--- config.mk ---
export PLATFORM = sky130hd
export DESIGN_NAME = fractal_sync_rx
export DESIGN_NICKNAME = d
export VERILOG_FILES = /design/src/rtl/fractal_sync_rx.sv
export SDC_FILE = /design/constraint.sdc
export NUM_CORES = 1
export LEC_CHECK = 0
export CAP_MARGIN = 15
export CORE_AREA = 2 2 79 81
export CTS_CLUSTER_SIZE = 16
export DETAILED_ROUTE_END_ITERATION = 12
export DIE_AREA = 0 0 81 83
export PLACE_DENSITY = 0.72
export SYNTH_ARGS = -nofsm -noshare
export SYNTH_HDL_FRONTEND = slang
export SYNTH_SLANG_ARGS = --single-unit
--- constraint.sdc ---
create_clock -name clk_i -period 2.65 [get_ports clk_i]
set_input_delay 0.265 -clock clk_i [delete_from_list [all_inputs] [get_ports clk_i]]
set_output_delay 0.265 -clock clk_i [all_outputs]
set_load 0.005 [all_outputs]
--- src/rtl/fractal_sync_rx.sv ---
// Receive datapath of a fractal synchronization node: samples requests from two
// child channels, buffers each in its own FIFO and merges them round-robin into
// one valid/ready stream, flagging per-channel overflow as pulse and sticky bit.

package fractal_sync_rx_pkg;

  localparam int unsigned PayloadW = 8;

  typedef struct packed {
    logic [PayloadW-1:0] payload;
    logic                sync;
  } fsync_req_t;

endpackage

module fractal_sync_rx #(
  parameter type         fsync_req_t = fractal_sync_rx_pkg::fsync_req_t,
  parameter logic        COMB_IN     = 1'b0,
  parameter int unsigned FIFO_DEPTH  = 2
) (
  input  logic       clk_i,
  input  logic       rst_ni,
  input  fsync_req_t ch0_req_i,
  input  fsync_req_t ch1_req_i,
  output fsync_req_t req_o,
  output logic       ch_o,
  output logic       valid_o,
  input  logic       ready_i,
  output logic       ch0_error_overflow_o,
  output logic       ch1_error_overflow_o,
  output logic [1:0] error_sticky_o,
  input  logic       clr_error_i,
  output logic       ch0_empty_o,
  output logic       ch1_empty_o
);

  localparam int unsigned NumCh = 2;
  localparam int unsigned PtrW  = (FIFO_DEPTH > 1) ? $clog2(FIFO_DEPTH) : 1;
  localparam int unsigned CntW  = $clog2(FIFO_DEPTH + 1);

  if (FIFO_DEPTH == 0) begin : g_depth_check
    $fatal(1, "fractal_sync_rx: FIFO_DEPTH must be greater than 0");
  end

  // Wrap-around pointer increment, valid for any depth (not only powers of 2)
  function automatic logic [PtrW-1:0] ptr_inc(input logic [PtrW-1:0] p);
    return (p == PtrW'(FIFO_DEPTH - 1)) ? '0 : p + PtrW'(1);
  endfunction

  fsync_req_t       in_req    [NumCh];
  fsync_req_t       push_data [NumCh];
  logic [NumCh-1:0] push;

  fsync_req_t       mem_q  [NumCh][FIFO_DEPTH];
  logic [PtrW-1:0]  wptr_q [NumCh];
  logic [PtrW-1:0]  rptr_q [NumCh];
  logic [CntW-1:0]  cnt_q  [NumCh];

  logic [NumCh-1:0] empty, full, pop, wr_en, ovf;
  logic [NumCh-1:0] sticky_q;
  logic             rr_q, lock_q, lock_ch_q;
  logic             gnt, valid, xfer;

  // Channel inputs gathered into an array for uniform per-channel handling
  always_comb begin
    in_req[0] = ch0_req_i;
    in_req[1] = ch1_req_i;
  end

  if (COMB_IN) begin : g_comb_in
    // Requests go straight from the inputs into the FIFOs
    always_comb begin
      for (int c = 0; c < NumCh; c++) begin
        push[c]      = in_req[c].sync;
        push_data[c] = in_req[c];
      end
    end
  end else begin : g_reg_in
    logic [NumCh-1:0] smp_push_q;
    fsync_req_t       smp_q [NumCh];

    // Input sample stage; payload register only loads on a valid request
    always_ff @(posedge clk_i or negedge rst_ni) begin
      if (!rst_ni) begin
        smp_push_q <= '0;
        for (int c = 0; c < NumCh; c++) smp_q[c] <= '0;
      end else begin
        for (int c = 0; c < NumCh; c++) begin
          smp_push_q[c] <= in_req[c].sync;
          if (in_req[c].sync) smp_q[c] <= in_req[c];
        end
      end
    end

    // Registered samples feed the FIFOs
    always_comb begin
      for (int c = 0; c < NumCh; c++) begin
        push[c]      = smp_push_q[c];
        push_data[c] = smp_q[c];
      end
    end
  end

  // FIFO occupancy status
  always_comb begin
    for (int c = 0; c < NumCh; c++) begin
      empty[c] = (cnt_q[c] == '0);
      full[c]  = (cnt_q[c] == CntW'(FIFO_DEPTH));
    end
  end

  // Round-robin grant, held on the stalled channel until the transfer completes
  always_comb begin
    valid = |(~empty);
    gnt   = 1'b0;
    if (lock_q) begin
      gnt = lock_ch_q;
    end else if (!empty[0] && !empty[1]) begin
      gnt = rr_q;
    end else if (!empty[1]) begin
      gnt = 1'b1;
    end
    xfer  = valid & ready_i;
    pop   = {xfer & gnt, xfer & ~gnt};
    wr_en = '0;
    ovf   = '0;
    for (int c = 0; c < NumCh; c++) begin
      wr_en[c] = push[c] & (~full[c] | pop[c]);
      ovf[c]   = push[c] & full[c] & ~pop[c];
    end
  end

  // FIFO pointers and occupancy counters
  always_ff @(posedge clk_i or negedge rst_ni) begin
    if (!rst_ni) begin
      for (int c = 0; c < NumCh; c++) begin
        wptr_q[c] <= '0;
        rptr_q[c] <= '0;
        cnt_q[c]  <= '0;
      end
    end else begin
      for (int c = 0; c < NumCh; c++) begin
        if (wr_en[c]) wptr_q[c] <= ptr_inc(wptr_q[c]);
        if (pop[c])   rptr_q[c] <= ptr_inc(rptr_q[c]);
        if (wr_en[c] && !pop[c]) begin
          cnt_q[c] <= cnt_q[c] + CntW'(1);
        end else if (pop[c] && !wr_en[c]) begin
          cnt_q[c] <= cnt_q[c] - CntW'(1);
        end
      end
    end
  end

  // FIFO storage; contents are don't-care while the counter says empty
  always_ff @(posedge clk_i) begin
    for (int c = 0; c < NumCh; c++) begin
      if (wr_en[c]) mem_q[c][wptr_q[c]] <= push_data[c];
    end
  end

  // Arbiter pointer, stall lock and sticky error flags
  always_ff @(posedge clk_i or negedge rst_ni) begin
    if (!rst_ni) begin
      rr_q      <= 1'b0;
      lock_q    <= 1'b0;
      lock_ch_q <= 1'b0;
      sticky_q  <= '0;
    end else begin
      if (xfer) rr_q <= ~gnt;
      lock_q    <= valid & ~ready_i;
      lock_ch_q <= gnt;
      sticky_q  <= (sticky_q & ~{NumCh{clr_error_i}}) | ovf;
    end
  end

  assign req_o                = valid ? mem_q[gnt][rptr_q[gnt]] : '0;
  assign ch_o                 = valid & gnt;
  assign valid_o              = valid;
  assign ch0_error_overflow_o = ovf[0];
  assign ch1_error_overflow_o = ovf[1];
  assign error_sticky_o       = sticky_q;
  assign ch0_empty_o          = empty[0];
  assign ch1_empty_o          = empty[1];

endmodule
**After elaboration in Yosys (flattened, before gate mapping)**

Memory sizes are Yosys's and may differ from the RTL's.
Cells that the tools add are included.

- Flip-flop bits (word level): 33
- Memory bits (writable): 36
- Input port bits: 22
- Output and inout bits: 17
- Memories: 1

- Add/sub/neg operators: 8
- $lt $le $gt $ge: 6
- Equality and inequality tests: 2
- Multiplexer cells: 26
- Bitwise gates (word level): 27
- Reduce and logical (&&, ||, !) cells: 18

Memories:

| name | words | width | rd ports | clocked after Yosys merged registers in | wr ports | RTL line | source |
|---|---|---|---|---|---|---|---|
| mem_q | 2 | 18 | 1 | 0 | 2 | 54 | `fsync_req_t mem_q [NumCh][FIFO_DEPTH];` |

Operators with widths:

| kind | count |
|---|---|
| two-way mux 9 bit | 6 |
| two-way mux 18 bit | 2 |
| demux 9 bit (select 1 bit) | 2 |
| two-way mux 1 bit | 12 |
| AND 1 bit | 11 |
| >= comparator 2 bit, second input constant | 4 |
| two-way mux 2 bit | 4 |
| inverter 1 -> 2 bit | 4 |
| logical AND 1 bit | 7 |
| logical NOT 1 bit | 6 |
| inverter 1 bit | 6 |
| adder 1 bit, second input constant | 4 |
| adder 2 x 1 -> 2 bit, second input constant | 2 |
| equality test 2 bit, second input constant | 2 |
| logical NOT 2 bit | 2 |
| < comparator 2 x 1 -> 1 bit, second input constant | 2 |
| inverter 2 bit | 2 |
| nonzero test 2 bit | 2 |
| subtractor 2 x 1 -> 2 bit, second input constant | 2 |
| AND 2 bit | 1 |
| bitwise OR 1 bit | 2 |
| bitwise OR 2 bit | 1 |
| OR reduction 2 bit | 1 |

**Logic depth before layout (Yosys ltp)**

Gate-level depths: netlist of the first run.

- Depth in word-level cells: 14
- Gate-level depth with buffers: 9

**Least setup slack after synthesis of the first run**

OpenSTA, ideal clock, no wires.

- Path kind: flip-flop to flip-flop
- Start point: reg cnt_q[0] (netlist bit)
- End point: mem mem_q[0][0] (netlist bit), enable pin
- Library setup time: 0.374 ns
- Arrival time: 1.624 ns
- Required time: 2.276 ns
- Slack: 0.652 ns
- Cell stages (with the launch flop): 6
- Buffers on the path: 1
- Period minus slack after synthesis: 1.998 ns
- Cell sequence: dfrtp_1 buf_6 o21ba_2 a221oi_4 o21ai_4 nor2_1

RTL lines:

| what | RTL line | source |
|---|---|---|
| start, declared | 57 | `logic [CntW-1:0] cnt_q [NumCh];` |
| start signal, assigned by index | 146 | `cnt_q[c] <= cnt_q[c] + CntW'(1);` |
| start signal, assigned by index | 148 | `cnt_q[c] <= cnt_q[c] - CntW'(1);` |
| end, declared | 54 |  |

==> results of run 1 <==
-- worst min path at each step --
stage | startpoint | to | cells after the start | slack, ps
2_1_floorplan | rst_ni | cnt_q[0]$_DFFE_PN0P_ | 0 | -30
5_1_grt | rst_ni | error_sticky_o[0]$_DFF_PN0_ | 2 | 390
4_1_cts | rst_ni | wptr_q[1]$_DFFE_PN0N_ | 2 | 350
3_5_place_dp | rr_q$_DFFE_PN0N_ | rr_q$_DFFE_PN0N_ | 2 | 460
6_report | rst_ni | error_sticky_o[1]$_DFF_PN0_ | 2 | 340
3_3_place_gp | g_reg_in.smp_q[9]$_DFFE_PN0P_ | mem_q[0][0]$_DFFE_PP_ | 0 | 450
-- final cells by class --
type | instances | area, um^2 | area share (%)
sequential | 69 | 1907 | 54.25
multi-input combinational | 98 | 857.1 | 24.39
timing repair buffer | 51 | 478.0 | 13.60
clock buffer | 11 | 131.4 | 3.738
tap | 75 | 93.84 | 2.670
inverter | 8 | 30.03 | 0.8544
clock inverter | 4 | 17.52 | 0.4984
-- routing by layer --
layer	vias to the layer above	global-route usage [%]	routed length [um]
met3	16	4.348	268
met1	790	22.15	2259
met2	48	25.09	2379
met4	0	10.32	163
met5	-	0	0
li1	782	-	-
-- worst register-to-register path: cells and delay by family (launching register included) --
| family | cells | cell delay [ps] |
|---|---|---|
| DFF | 1 | 430 |
| buffers and inverters | 1 | 190 |
| and+or+nand+nor | 1 | 490 |
| AOI/OAI and AO/OA | 3 | 630 |
-- Yosys cell counts --
master	number
buf_1	2
o21ba_2	1
ha_1	2
nor2b_1	10
o21ai_4	1
a221oi_4	1
buf_6	3
xor2_1	5
inv_1	8
nand2_1	4
or2_2	3
mux2_2	16
nor4_4	1
or2b_1	1
o32ai_1	1
a21boi_2	1
nor3b_2	1
xnor2_1	5
dfrtp_1	33
and3_1	1
o41ai_4	1
edfxtp_1	36
o21ai_0	1
o2bb2ai_1	1
nor2_1	11
nor4b_1	1
clkbuf_1	3
a211oi_1	18
buf_2	2
o21bai_2	1
a21o_1	1
mux2i_1	9
-- state kept, by name (all words and copies together), names as in the netlist --
register,count
rr_q,1
rptr_q,2
g_reg_in.smp_push_q,2
cnt_q,4
lock_q,1
mem_q,36
lock_ch_q,1
wptr_q,2
g_reg_in.smp_q,18
error_sticky_o,2
-- through the flow --
stage,util [%],hold WS [ps],cells,power [uW]
2_1_floorplan,-,-30.59,185,2438
3_3_place_gp,57.27,447.9,298,3022
3_5_place_dp,57.27,455.4,298,3075
4_1_cts,60.35,350.8,316,3807
5_1_grt,60.43,392.8,316,4041
6_report,60.43,340.0,316,3796
-- where the power goes --
| group | total (uW) | internal, uW | switching (uW) |
|---|---|---|---|
| Combinational | 1500 | 812 | 692 |
| Sequential | 1610 | 1420 | 194 |
| Clock | 680 | 325 | 355 |
-- cell families (layout without fill, tap and decap cells) --
logic type | count (synthesis) | in the layout | synth area share, %
xor+xnor | 10 | 10 | 3.079
fa+ha+maj | 2 | 2 | 0.8798
mux | 25 | 25 | 9.503
compound gates | 28 | 28 | 9.415
flops | 69 | 69 | 67.05
buf+inv | 18 | 74 | 3.256
simple gates | 33 | 33 | 6.819
-- layout by cell type, fill, tap and decap left out, types with 2 or more instances in the layout --
| cell | n |
|---|---|
| clkdlybuf4s50_1 | 38 |
| edfxtp_1 | 36 |
| dfrtp_1 | 33 |
| a211oi_1 | 17 |
| mux2_2 | 16 |
| buf_4 | 13 |
| nor2_1 | 11 |
| nor2b_1 | 10 |
| mux2i_1 | 9 |
| clkbuf_8 | 9 |
| inv_1 | 8 |
| xnor2_1 | 5 |
| xor2_1 | 5 |
| nand2_1 | 4 |
| or2_2 | 3 |
| ha_1 | 2 |
| clkinv_2 | 2 |
| clkinv_1 | 2 |
| clkbuf_1 | 2 |
-- what timing repair did --
| item | 4_1_cts | 5_1_grt |
|---|---|---|
| pin swaps | 1 | 3 |
| endpoints found under the setup margin | 6 | 4 |
| setup buffers | 3 | 0 |
| resized for setup | 1 | 2 |
| hold buffers | 0 | 0 |
==> out/results.tsv, run 1 <==
stage	metric	value	unit
timing	crit path time final	2516	ps
routing	routed wire length	5.071	mm
clock_network	clk buf depth	2	
timing	f_max	397.5	MHz
routing	DR vias/cell	5.177	
global_routing	Tot GR Track Use	16.93	%
worst_setup_path	Critical Path Start	rr_q$_DFFE_PN0N_	
worst_setup_path	CP Cell Sequence	o21bai_2 -> a21boi_4 -> buf_4 -> a211oi_1 -> a211oi_1 -> clkdlybuf4s50_1	
worst_setup_path	Worst path most repeated cell	a211oi_1	
clock_network	Clk pin slew, worst setup/hold paths	70	ps
power_and_ir_drop	Peak supply drop	0.5916	mV
logic_synthesis	largest cells by area after synthesis	edfxtp_1 (38%), dfrtp_1 (29%), mux2_2 (6.3%), a211oi_1 (4.8%), mux2i_1 (3.2%)	
routing	initial DRC count	88	
logic_synthesis	Yosys cell types	32	
worst_setup_path	crit-path leading delay family	compound AO/OA/AOI/OAI gates	
worst_setup_path	Critical Path Sink	req_o[7]	
worst_setup_path	slowest stage delay, CP	580	ps
worst_setup_path	Critical Path Start Type	flop	
worst_setup_path	CP Capture Type	output port	
placement	IO buf count	38	
die	Initial Utilization	48.90	%
worst_setup_path	Reg-to-Reg Start	cnt_q[2]$_DFFE_PN0P_	
die	Core ar.	5816	um^2
worst_setup_path	reg2reg path depth	5	
timing	crit share post-route	94.94	%
worst_setup_path	worst path buffer plus inverter count	2	
routing	Antenna Nets Post-Route	0	
timing	number of hold violations in the final report	0	
logic_synthesis	synthesized instance count	185	
worst_setup_path	critical path arrival	2250	ps
worst_setup_path	CP Max Fanout	4	
timing	Slew Viols, Final	0	
power_and_ir_drop	PD cells	1080	nW/um^2
logic_synthesis	Yosys top cell area share	38.01	%
final_layout	Nets	261	
placement	RD Place Congestion	0.8660	
die	die area	6723	um^2
clock_network	TritonCTS clock tree	done	
placement	HPWL after detailed placement	3.641	mm
logic_synthesis	Syn Nets	209	
die	I/O Pins	39	
global_routing	largest net degree at the start of global routing	34	
placement	post-place instance area	3331	um^2
power_and_ir_drop	Leak	0.001345	uW
logic_synthesis	sequential share of the synthesized area	67.05	%
final_layout	area delta synth->final	23.58	%
worst_setup_path	CP max-delay cell	clkdlybuf4s50_1	
clock_network	clock sink count	69	
outcome	status	finished, final reports clean	
timing	skew final	9.966	ps
logic_synthesis	Yosys reg bits	69	
worst_setup_path	setup slack, reg-to-reg	540	ps
die	die width	81	um
flow_run	max-cap viol count	0	
timing	Slew Limit Headroom	58.15	%
worst_setup_path	reg-to-reg critical path endpoint	mem_q[1][6]$_DFFE_PP_	
clock_network	CTS buffer count	9	
timing	final setup vio count	0	
timing	setup TNS	0	ps
clock_network	worst skew pair latency	330	ps
routing	DR vias	1636	
hold_path	Hold/Removal Path Class	input pin to asynchronous set/reset pin	
final_layout	share of layout cells above drive strength 1	21.58	%
global_routing	initial antenna violation count	0	
worst_setup_path	WP depth	6	
logic_synthesis	Post-Syn Area per Cell	15.37	um^2
die	# rows	28	
clock_network	root buf cell	clkbuf_8	
logic_synthesis	YS warnings	0	
timing	worst setup margin	134.1	ps
logic_synthesis	Synth area leader	edfxtp_1	
worst_setup_path	CP Data Required Time	2380	ps
final_layout	fillers	506	
global_routing	vias in the first global route	1711	
placement	pre-CTS WS	222.2	ps
clock_network	CTS H-tree lvls	3	
global_routing	first-pass GRT wire length	8.266	mm
die	chip height	83	um
logic_synthesis	mapped cell area	2844	um^2
routing	Detailed Routing Iterations Pass 1	4	
timing	unrepaired setup endpoints after global routing	no	
timing	Tightest Pin Transition	627.8	ps
global_routing	Remaining Overflow, GRT	0	
routing	DRC violations left	0	
worst_setup_path	Crit Path Class	flop to output port	
final_layout	Post-Layout Inst Area	3515	um^2
final_layout	antenna diode count	0	
routing	WL/cell	16.05	um
Power figures use the tool's default switching activity.
==> run 2: changes to the inputs <==
- DONT_BUFFER_PORTS: default -> 1
- PLACE_DENSITY: 0.72 -> default
==> run 2 against run 1 <==
  * Worst hold slack lost 290 ps
  * Fmax grew 5.9%
  * Clock power grew 40%
  * Worst setup slack gained 140 ps
  * Power shrank 5.4%
  * Via count shrank 9.6%
  * Global-route usage shrank 1.4 points
  * Critical endpoint is now req_o[2]
==> out/results.tsv, run 2 (synthesis results as in run 1) <==
stage	metric	value	unit	change
clock_network	Clk pin slew, worst setup/hold paths	70	ps	about the same
global_routing	initial antenna violation count	0		unchanged
hold_path	Worst Hold Depth	1		
outcome	status	finished, final reports clean		
final_layout	antenna diode count	0		unchanged
routing	initial DRC count	42		-52%
clock_network	Setup Fix Bufs, Post-CTS	0		-3
routing	DR vias	1479		-9.6%
final_layout	Nets	220		-16%
clock_network	root buf cell	clkbuf_8		
final_layout	share of layout cells above drive strength 1	23.38	%	+1.8 points
routing	DRC violations left	0		unchanged
die	# rows	28		unchanged
worst_setup_path	Crit Path Class	flop to output port		
clock_network	TritonCTS clock tree	done		
worst_setup_path	worst path buffer plus inverter count	1		-1
power_and_ir_drop	Leak	0.001208	uW	-10%
placement	IO buf count	0		-100%
worst_setup_path	CP Max Fanout	20		+16
final_layout	area delta synth->final	12.49	%	
die	die width	81	um	unchanged
flow_run	max-cap viol count	0		unchanged
final_layout	number of flip-flops in the largest register	36		unchanged
die	I/O Pins	39		unchanged
worst_setup_path	Worst path most repeated cell	a211oi_1		
die	die area	6723	um^2	unchanged
final_layout	fillers	481		-4.9%
routing	DR vias/cell	5.359		+3.5%
global_routing	vias in the first global route	1575		-7.9%
clock_network	worst skew pair latency	330	ps	about the same
worst_setup_path	setup slack, reg-to-reg	560	ps	+20 ps
placement	RD Place Congestion	0.8594		-0.76%
global_routing	Tot GR Track Use	15.57	%	-1.4 points
routing	Detailed Routing Iterations Pass 1	4		unchanged
die	Initial Utilization	48.90	%	unchanged
timing	Slew Limit Headroom	61.23	%	+3.1 points
timing	unrepaired setup endpoints after global routing	no		
clock_network	CTS buffer count	9		unchanged
final_layout	most common cell after layout, fill and taps aside	edfxtp_1		
die	chip height	83	um	unchanged
hold_path	hold_sp	ch1_req_i[0]		
clock_network	clock sink count	69		unchanged
placement	HPWL after detailed placement	3.288	mm	-9.7%
global_routing	first-pass GRT wire length	7.652	mm	-7.4%
clock_network	CTS H-tree lvls	3		unchanged
timing	Tightest Pin Transition	581.5	ps	-46.29 ps
timing	setup TNS	0	ps	unchanged
worst_setup_path	slowest stage delay, CP	500	ps	-80 ps
clock_network	clk buf depth	2		unchanged
power_and_ir_drop	Peak supply drop	0.5555	mV	-6.1%
timing	number of hold violations in the final report	0		unchanged
worst_setup_path	reg2reg path depth	8		+3
power_and_ir_drop	Pwr Total	3591	uW	-5.4%
routing	routed wire length	4.745	mm	-6.4%
worst_setup_path	Critical Path Start Type	flop		
routing	WL/cell	17.19	um	+7.1%
timing	f_max	421.0	MHz	+5.9%
placement	placed cells	255		-14%
worst_setup_path	reg-to-reg critical path endpoint	cnt_q[3]$_DFFE_PN0P_		
worst_setup_path	crit-path leading delay family	compound AO/OA/AOI/OAI gates		
worst_setup_path	Reg-to-Reg Start	cnt_q[2]$_DFFE_PN0P_		
timing	Slew Viols, Final	0		unchanged
worst_setup_path	critical path arrival	2110	ps	-140 ps
worst_setup_path	CP Capture Type	output port		
timing	crit path time final	2375	ps	-140.7 ps
worst_setup_path	CP Cell Sequence	o21ba_2 -> a21boi_2 -> buf_4 -> a211oi_1 -> a211oi_1		
hold_path	Hold/Removal Path Class	input pin to flop		
final_layout	fin cells	276		-13%
routing	Antenna Nets Post-Route	0		unchanged
hold_path	Hold Crit Endpoint	g_reg_in.smp_q[0]$_DFFE_PN0P_		
final_layout	most frequent cells in the layout	edfxtp_1 (36), dfrtp_1 (33), a211oi_1 (18)		
final_layout	final core occ	55.01	%	-5.4 points
timing	crit share post-route	89.63	%	-5.3 points
worst_setup_path	CP Data Required Time	2380	ps	about the same
timing	final setup vio count	0		unchanged
worst_setup_path	CP max-delay cell	dfrtp_1		
global_routing	Remaining Overflow, GRT	0		unchanged
power_and_ir_drop	PD cells	1122	nW/um^2	+3.9%
timing	skew final	8.255	ps	-1.711 ps
die	Core ar.	5816	um^2	unchanged
global_routing	largest net degree at the start of global routing	34		unchanged
run 2: how the worst max path moves through the flow:
stage                               startpoint                    end  cells past startpoint
after CTS                 cnt_q[0]$_DFFE_PN0P_               req_o[2]                      5
after global placement    cnt_q[0]$_DFFE_PN0P_  mem_q[1][8]$_DFFE_PP_                      4
after global routing      cnt_q[0]$_DFFE_PN0P_               req_o[2]                      5
after detailed placement  cnt_q[2]$_DFFE_PN0P_   cnt_q[3]$_DFFE_PN0P_                      8
after floorplan           cnt_q[0]$_DFFE_PN0P_  mem_q[0][0]$_DFFE_PP_                      5
final                     cnt_q[0]$_DFFE_PN0P_               req_o[2]                      5
run 2: power breakdown:
group	total, uW	internal, uW	switching [uW]
clock network	951	583	368
registers	1680	1420	265
logic	959	418	541
total	3590	2420	1170
run 2: what timing repair did:
action,CTS,global route
hold buffers,5,0
gates resized for setup,0,0
endpoints found under the hold margin,36,0
run 2: final cells by class:
type	count	area, um^2	share of cell area, %
multi-input cells	98	844.6	26.40
flip-flops and latches	69	1907	59.60
repair buffers	10	97.59	3.050
inverters	8	30.03	0.9386
well taps	75	93.84	2.933
clock buffers	13	158.9	4.967
clock inverters	3	67.56	2.112
run 2: per-layer routing:
| metal | GRT usage (%) | vias to the layer above | routed length [um] |
|---|---|---|---|
| met3 | 6.304 | 6 | 385 |
| met1 | 19.50 | 739 | 2033 |
| met5 | 0 | - | 0 |
| met4 | 6.934 | 0 | 61 |
| li1 | - | 692 | - |
| met2 | 23.59 | 42 | 2264 |
run 2: metrics by stage:
| step | hold slack (ps) | instance area [um^2] | setup slack (ps) |
|---|---|---|---|
| 3_5_place_dp | -29.45 | 2913 | 557.8 |
| 2_1_floorplan | -30.59 | 2844 | 651.6 |
| 6_report | 46.66 | 3199 | 274.8 |
| 4_1_cts | 30.73 | 3199 | 266.7 |
| 5_1_grt | 40.98 | 3199 | 134.2 |
| 3_3_place_gp | -29.41 | 2913 | 650.4 |
